File: src/rtl/usb_uart_tx_arb.sv
// Round-robin arbiter sharing the usb_uart byte transmit port among N_REQ requesters.
// Owners keep the channel until end-of-message or an idle timeout; bytes are dropped and counted with no host.
module usb_uart_tx_arb #(
   parameter int N_REQ        = 2,
   parameter int LOCK_TIMEOUT = 4800,
   parameter bit DROP_NO_HOST = 1'b1
) (
   input  logic                 clk_48mhz,
   input  logic                 resetq,
   input  logic                 host_presence,
   input  logic [N_REQ-1:0]     req_valid,
   input  logic [8*N_REQ-1:0]   req_data,
   input  logic [N_REQ-1:0]     req_last,
   output logic [N_REQ-1:0]     req_ready,
   output logic [N_REQ-1:0]     grant,
   output logic                 uart_wr,
   output logic [7:0]           uart_tx_data,
   input  logic                 uart_busy,
   output logic [15:0]          drop_count
);

   localparam int OW = (N_REQ > 1) ? $clog2(N_REQ) : 1;
   localparam int TW = $clog2(LOCK_TIMEOUT + 1);

   typedef enum logic [1:0] {S_IDLE, S_OWNED, S_GAP} state_t;

   state_t          r_state, w_state_nxt;
   logic [OW-1:0]   r_owner, w_owner_nxt;
   logic [OW-1:0]   r_last_owner;
   logic [TW-1:0]   r_timer, w_timer_nxt, w_timer_inc;
   logic            r_release, w_release_nxt;
   logic            r_uart_wr;
   logic [7:0]      r_tx_data;
   logic [15:0]     r_drop_count;

   logic [OW-1:0]   w_sel, w_rr_idx;
   logic            w_found;
   logic [N_REQ-1:0] w_owner_oh;
   logic [7:0]      w_owner_byte;
   logic            w_owner_valid, w_owner_last;
   logic            w_can_send, w_xfer, w_timeout;

   // Search starts just past the previous owner, so each requester gets a turn.
   always_comb begin
      w_sel    = r_last_owner;
      w_found  = 1'b0;
      w_rr_idx = '0;
      for (int k = 1; k <= N_REQ; k++) begin
         w_rr_idx = OW'((int'(r_last_owner) + k) % N_REQ);
         if (!w_found && req_valid[w_rr_idx]) begin
            w_sel   = w_rr_idx;
            w_found = 1'b1;
         end
      end
   end

   always_comb begin
      w_owner_oh   = '0;
      w_owner_byte = 8'h00;
      for (int i = 0; i < N_REQ; i++) begin
         if (r_owner == OW'(i)) begin
            w_owner_oh[i] = 1'b1;
            w_owner_byte  = req_data[8*i +: 8];
         end
      end
   end

   assign w_owner_valid = |(req_valid & w_owner_oh);
   assign w_owner_last  = |(req_last & w_owner_oh);
   // Ready is a function of state and sink status only, never of req_valid.
   assign w_can_send    = !uart_busy && (host_presence || DROP_NO_HOST);
   assign w_xfer        = (r_state == S_OWNED) && w_owner_valid && w_can_send;
   assign w_timer_inc   = r_timer + TW'(1);
   assign w_timeout     = (w_timer_inc == TW'(LOCK_TIMEOUT));

   assign grant        = (r_state == S_IDLE) ? '0 : w_owner_oh;
   assign req_ready    = ((r_state == S_OWNED) && w_can_send) ? w_owner_oh : '0;
   assign uart_wr      = r_uart_wr;
   assign uart_tx_data = r_tx_data;
   assign drop_count   = r_drop_count;

   always_comb begin
      w_state_nxt   = r_state;
      w_owner_nxt   = r_owner;
      w_timer_nxt   = r_timer;
      w_release_nxt = r_release;
      case (r_state)
         S_IDLE: begin
            w_release_nxt = 1'b0;
            if (w_found) begin
               w_owner_nxt = w_sel;
               w_timer_nxt = '0;
               w_state_nxt = S_OWNED;
            end
         end
         S_OWNED: begin
            if (w_xfer) begin
               w_timer_nxt   = '0;
               w_release_nxt = w_owner_last;
               w_state_nxt   = S_GAP;
            end else if (!w_owner_valid) begin
               if (w_timeout) begin
                  w_timer_nxt = '0;
                  w_state_nxt = S_IDLE;
               end else begin
                  w_timer_nxt = w_timer_inc;
               end
            end
         end
         // One dead cycle lets uart_busy catch up with the write just issued.
         S_GAP: begin
            w_state_nxt = r_release ? S_IDLE : S_OWNED;
         end
         default: begin
            w_state_nxt = S_IDLE;
         end
      endcase
   end

   always_ff @(posedge clk_48mhz or negedge resetq) begin
      if (!resetq) begin
         r_state      <= S_IDLE;
         r_owner      <= '0;
         r_last_owner <= OW'(N_REQ - 1);
         r_timer      <= '0;
         r_release    <= 1'b0;
         r_uart_wr    <= 1'b0;
         r_tx_data    <= 8'h00;
         r_drop_count <= 16'h0000;
      end else begin
         r_state   <= w_state_nxt;
         r_owner   <= w_owner_nxt;
         r_timer   <= w_timer_nxt;
         r_release <= w_release_nxt;
         if ((r_state != S_IDLE) && (w_state_nxt == S_IDLE))
            r_last_owner <= r_owner;
         r_uart_wr <= w_xfer && host_presence;
         if (w_xfer && host_presence)
            r_tx_data <= w_owner_byte;
         if (w_xfer && !host_presence && (r_drop_count != 16'hFFFF))
            r_drop_count <= r_drop_count + 16'd1;
      end
   end

endmodule

File: config.mk
export PLATFORM = sky130hd
export DESIGN_NAME = usb_uart_tx_arb
export DESIGN_NICKNAME = d
export VERILOG_FILES = /design/src/rtl/usb_uart_tx_arb.sv
export SDC_FILE = /design/constraint.sdc
export NUM_CORES = 1
export LEC_CHECK = 0
export ABC_AREA = 1
export BUFFER_PORTS_ARGS = -buffer_cell sky130_fd_sc_hd__buf_2
export CAP_MARGIN = 25
export CORE_UTILIZATION = 52
export CTS_CLUSTER_DIAMETER = 80
export DETAILED_ROUTE_END_ITERATION = 16
export PLACE_DENSITY = 0.77
export SETUP_SLACK_MARGIN = 0.4
export SLEW_MARGIN = 30
export SYNTH_ARGS = -nofsm -noshare
export SYNTH_HDL_FRONTEND = slang
export SYNTH_SLANG_ARGS = --single-unit
export TNS_END_PERCENT = 5
File: constraint.sdc
create_clock -name clk_48mhz -period 3.7 [get_ports clk_48mhz]
set_clock_uncertainty 0.1 [all_clocks]
set_input_delay 0.555 -clock clk_48mhz [delete_from_list [all_inputs] [get_ports clk_48mhz]]
set_output_delay 0.555 -clock clk_48mhz [all_outputs]
set_load 0.02 [all_outputs]
Word-level counts from Yosys, hierarchy flattened
Cells that the tools add are included.
{"block": "totals", "register_bits": 43, "in_bits": 24, "out_inout_bits": 29}
{"block": "classes", "add_sub_neg": 4, "magnitude_cmp": 2, "eq_ne": 7, "mux": 26, "bitwise": 2, "n_reduce_logical": 20}
{"op": "13-bit two-way mux", "n": 4}
{"op": "13-bit case mux with 2 select lines", "n": 1}
{"op": "16-bit by 1-bit adder with 16-bit output (second input constant)", "n": 1}
{"op": "16-bit inequality test (second input constant)", "n": 1}
{"op": "13-bit by 1-bit adder with 13-bit output (second input constant)", "n": 1}
{"op": "13-bit == test (second input constant)", "n": 1}
{"op": "1-bit two-way mux", "n": 12}
{"op": "2-bit two-way mux", "n": 6}
{"op": "1-bit logical AND", "n": 8}
{"op": "8-bit two-way mux", "n": 1}
{"op": "2-bit case mux with 3 select lines", "n": 1}
{"op": "2-bit bitwise AND", "n": 2}
{"op": "2-bit logical NOT", "n": 2}
{"op": "1-bit by 2-bit less-than comparator with 1-bit output (second input constant)", "n": 2}
{"op": "2-bit inequality test (second input constant)", "n": 2}
{"op": "2-bit AND reduction", "n": 2}
{"op": "2-bit nonzero test", "n": 2}
{"op": "2-bit OR reduction", "n": 2}
{"op": "1-bit logical NOT", "n": 3}
{"op": "3-bit inequality test (second input constant)", "n": 1}
{"op": "3-bit AND reduction", "n": 1}
{"op": "1-bit adder (second input constant)", "n": 2}
{"op": "2-bit by 1-bit == test with 1-bit output (second input constant)", "n": 1}
{"op": "2-bit == test (second input constant)", "n": 1}
{"op": "1-bit case mux with 2 select lines", "n": 1}

Logic depth before layout (Yosys ltp)
{"block": "depth", "word_depth": 11, "ltp_mapped": 13, "ltp_nobuf": 13}

Worst setup path before layout
Ideal clock, no wire load.
{"block": "synth_path", "path_kind": "register to register", "startpoint": "reg r_drop_count[0] (netlist: drop_count[0])", "endpoint": "reg r_drop_count[11] (netlist: drop_count[11])", "arrival_time_ns": 1.520, "required_time_ns": 3.470, "path_slack_ns": 1.950, "stages_incl_launch_ff": 11, "path_buffers": 0, "synth_period_minus_slack_ns": 1.750, "cell_sequence": "dfrtp_1 ha_1 nand3_1 nor2_1 nand3_1 nand2_4 nor2_4 nand2_2 nor2_4 nand2_1 xnor2_1"}
{"block": "synth_via", "elab_chain_cells": 2}
{"item": "start, declared", "line": "34", "rtl": "logic [15:0] r_drop_count;"}
{"item": "start signal, assigned", "line": "141", "rtl": "r_drop_count <= r_drop_count + 16'd1;"}
{"item": "parallel branches: the longest is 2 deep, another holds 16-bit by 1-bit adder with 16-bit output"}
Several ways; the timed one is not identified.
A chain may end at the register's enable or synchronous reset.

Worst setup path after layout
{"block": "layout_path", "startpoint": "reg r_owner", "endpoint": "reg r_tx_data[5] (netlist: uart_tx_data[5])"}
{"block": "layout_via", "elab_chain_cells": 6}
{"item": "start, declared", "line": "28", "rtl": "logic [OW-1:0] r_owner, w_owner_nxt;"}
{"item": "start signal, assigned", "line": "132", "rtl": "r_owner <= w_owner_nxt;"}
{"item": "1-bit two-way mux", "line": "61", "rtl": "if (r_owner == OW'(i)) begin"}
{"item": "2-bit bitwise AND", "line": "68", "rtl": "assign w_owner_valid = |(req_valid & w_owner_oh);"}
{"item": "2-bit OR reduction", "line": "68"}
{"item": "1-bit logical AND (2 in series)", "line": "72", "rtl": "assign w_xfer = (r_state == S_OWNED) && w_owner_valid && w_can_send;"}
{"item": "1-bit logical AND", "line": "138", "rtl": "if (w_xfer && host_presence)"}
{"item": "end signal, assigned", "line": "139", "rtl": "r_tx_data <= w_owner_byte;"}
{"item": "end, declared", "line": "33", "rtl": "logic [7:0] r_tx_data;"}
Parallel ways exist; a longest one is shown, timed or not.

==> impl_metrics.yaml <==
status:
  outcome: "complete, no violations"
floorplan:
  core_area_um2: 4414
  ios: 53
  num_rows: 24
  die_area_um2: 4915
  die_h_um: 70.11
  die_x_um: 70.11
  floorplan.initialDensity_pct: 54.65
critical_path:
  cp-start-kind: "register"
  crit_path_max_fanout: 17
  critPathCaptureType: "register"
  cp.arrival_ps: 2350
  timing_worst_setup_path_type: "register to register"
  reg2reg_setup_slack_ps: 1440
  worst-endpoint-required_ps: 3790
logic_synthesis:
  mappedNetlistNets: 334
  synth-async-reset-ratio_pct: 100.0
  ys_seq_elements: 43
  mappedNetlistArea_um2: 2412
  synth.top_cells.by_count: "84 x sky130_fd_sc_hd__nand2_1, 42 x sky130_fd_sc_hd__dfrtp_1, 42 x sky130_fd_sc_hd__nor2_1, 28 x sky130_fd_sc_hd__inv_1, 22 x sky130_fd_sc_hd__nand3_1"
  synthCells: 308
  top_cell_type_s_share_of_synthesized_area_pct: 43.57
  synth.most_common_cell: "sky130_fd_sc_hd__nand2_1"
  yosys_most_used_dff: "sky130_fd_sc_hd__dfrtp_1"
  yosys.area.top_type: "sky130_fd_sc_hd__dfrtp_1"
  synth_sequential_area_ratio_pct: 44.66
  yosys.cell_types.count: 32
  synth_area_leaders: "sky130_fd_sc_hd__dfrtp_1 44%, sky130_fd_sc_hd__nand2_1 13%, sky130_fd_sc_hd__nor2_1 6.5%"
  synth_edf_count: 0
  synthesis.yosys.warnings: 0
  syn-mean-instance-area_um2: 7.832
global_route:
  globalRoute.totalOverflow: 0
  global_route_wire_length_before_repair_um: 9425
  first_global_vias: 2091
  globalRouteTotalUtil_pct: 23.73
  grt_antenna_before_repair: 0
  grt_start_max_net_pins: 44
final_layout:
  nFillCells: 409
  n_antenna_cell: 0
  synthToLayoutAreaGrowth_pct: 16.44
  nNetsFinal: 389
  fraction_of_layout_instances_using_a_drive_strength_above_1_pct: 22.25
timing:
  fin_setup_tns_ps: 0
  setup_viol: 0
  finalHoldViolCount: 0
  drv_slew: 0
  timing.max_slew.rel_slack_pct: 41.69
  fmax_mhz: 442.9
  final_critical_path_setup_slack_ps: 1442
  grt_setup_unrepaired: "false"
  worst_slew_pin_slew_ps: 871.5
  post-route-period-util_pct: 61.03
  min_period_ps: 2258
detailed_routing:
  number_of_remaining_drc_errors: 0
  vias: 2209
  via_density_per_instance: 5.310
  first_iter_violations: 141
  antenna_left: 0
  wl_um: 5214
  wl_per_cell_um: 12.53
  first_pass_iters: 4
placement:
  gpl.final_weighted_congestion: 0.8460
  dp_slack_ps: 1400
  place.port_buffers: 52
  dp_hpwl_um: 3845
job:
  maximum_capacitance_violations: 0
cts:
  cts_hold_repair.buffers: 0
  tritoncts_clock_tree: "done"
  post-cts-setup-buffers: 0
  total_cts_buffers: 5
  post_cts_resize_count: 0
  number_of_buffers_on_the_longest_clock_path: 2
  htree_num_levels: 2
  clkSinkCount: 43
  insertion_delay_ps: 300
  clkTransAtPathRegs_ps: 80
  clock_tree.root_cell: "sky130_fd_sc_hd__clkbuf_8"
pwr:
  power.density_nw_per_um2: 563.9
  vdd_drop_max_v: 0.0004388
  static-leakage-power_nw: 1.383
min_path:
  worstHoldPathType: "primary input to asynchronous set/reset pin"
## registers in the layout (all words and copies together), names as in the netlist
name / count
r_release: 1
r_timer: 13
r_state: 2
r_last_owner: 1
drop_count: 16
uart_tx_data: 8
uart_wr: 1
r_owner: 1
## report_power, final
part / leakage (nW) / internal, W / switching [W]
Combinational: 0.790 / 0.000203 / 0.000416
Clock: 0.0402 / 0.000131 / 0.000163
Sequential: 0.553 / 0.000577 / 0.0000941
## cells by family after synthesis
group	synth area share [%]
simple gates	34.03
flops	44.66
compound gates	9.129
buf+inv	5.342
xor+xnor	5.809
fa+ha+maj	1.037
## worst paths after layout
kind                            depth (start not counted)         endpoint    startpoint
max in group asynchronous                               1     r_last_owner        resetq
worst min register to register                          2     r_last_owner  r_last_owner
worst min-delay path                                    1      r_timer[12]        resetq
min in group clk_48mhz                                  2     r_last_owner  r_last_owner
worst max-delay path                                    6  uart_tx_data[5]       r_owner
worst max register to register                          6  uart_tx_data[5]       r_owner
## stage by stage
step	instances	cell area, um2	utilization (%)	hold WS, ps	power, W
after floorplan	308	2412	-	159.4	0.001109
after global placement	408	2718	61.56	359.4	0.001278
after detailed placement	408	2718	61.56	364.7	0.001292
after CTS	416	2806	63.58	323.1	0.001599
after global routing	416	2809	63.63	177.5	0.001708
final	416	2809	63.63	133.1	0.001584
## cell type report
cell class              count  area, um2  area share, %
clock buffers               5      68.82          2.450
well taps                  52      65.06          2.316
flip-flops and latches     43       1077          38.35
multi-input cells         232       1206          42.94
repair buffers             52      262.8          9.354
inverters                  29      108.9          3.875
clock inverters             3      20.02         0.7127
## worst max-delay path, stage by stage (launching register included)
cell and delay (ps):
sky130_fd_sc_hd__dfrtp_1 620, sky130_fd_sc_hd__o21ai_1 160, sky130_fd_sc_hd__inv_2 100, sky130_fd_sc_hd__nand2_2 100
sky130_fd_sc_hd__nor2_1 680, sky130_fd_sc_hd__o21ai_0 230, sky130_fd_sc_hd__o21a_1 160
## cell usage in the layout (no fill, tap or decap), types with 7 or more instances in the layout
cell	n
sky130_fd_sc_hd__o21a_1	8
sky130_fd_sc_hd__dfrtp_1	42
sky130_fd_sc_hd__o21ai_0	15
sky130_fd_sc_hd__nand2_1	84
sky130_fd_sc_hd__nand3_1	22
sky130_fd_sc_hd__xor2_1	9
sky130_fd_sc_hd__nor2_1	42
sky130_fd_sc_hd__xnor2_1	7
sky130_fd_sc_hd__inv_1	28
sky130_fd_sc_hd__buf_2	51
## per-layer routing
layer	up-vias	wire [um]	track usage (%)
met5	-	0	0
met4	0	62	6.222
met3	7	244	5.339
met2	58	2508	39.32
met1	1039	2398	31.44
li1	1105	-	-
Power figures use the tool's default switching activity.
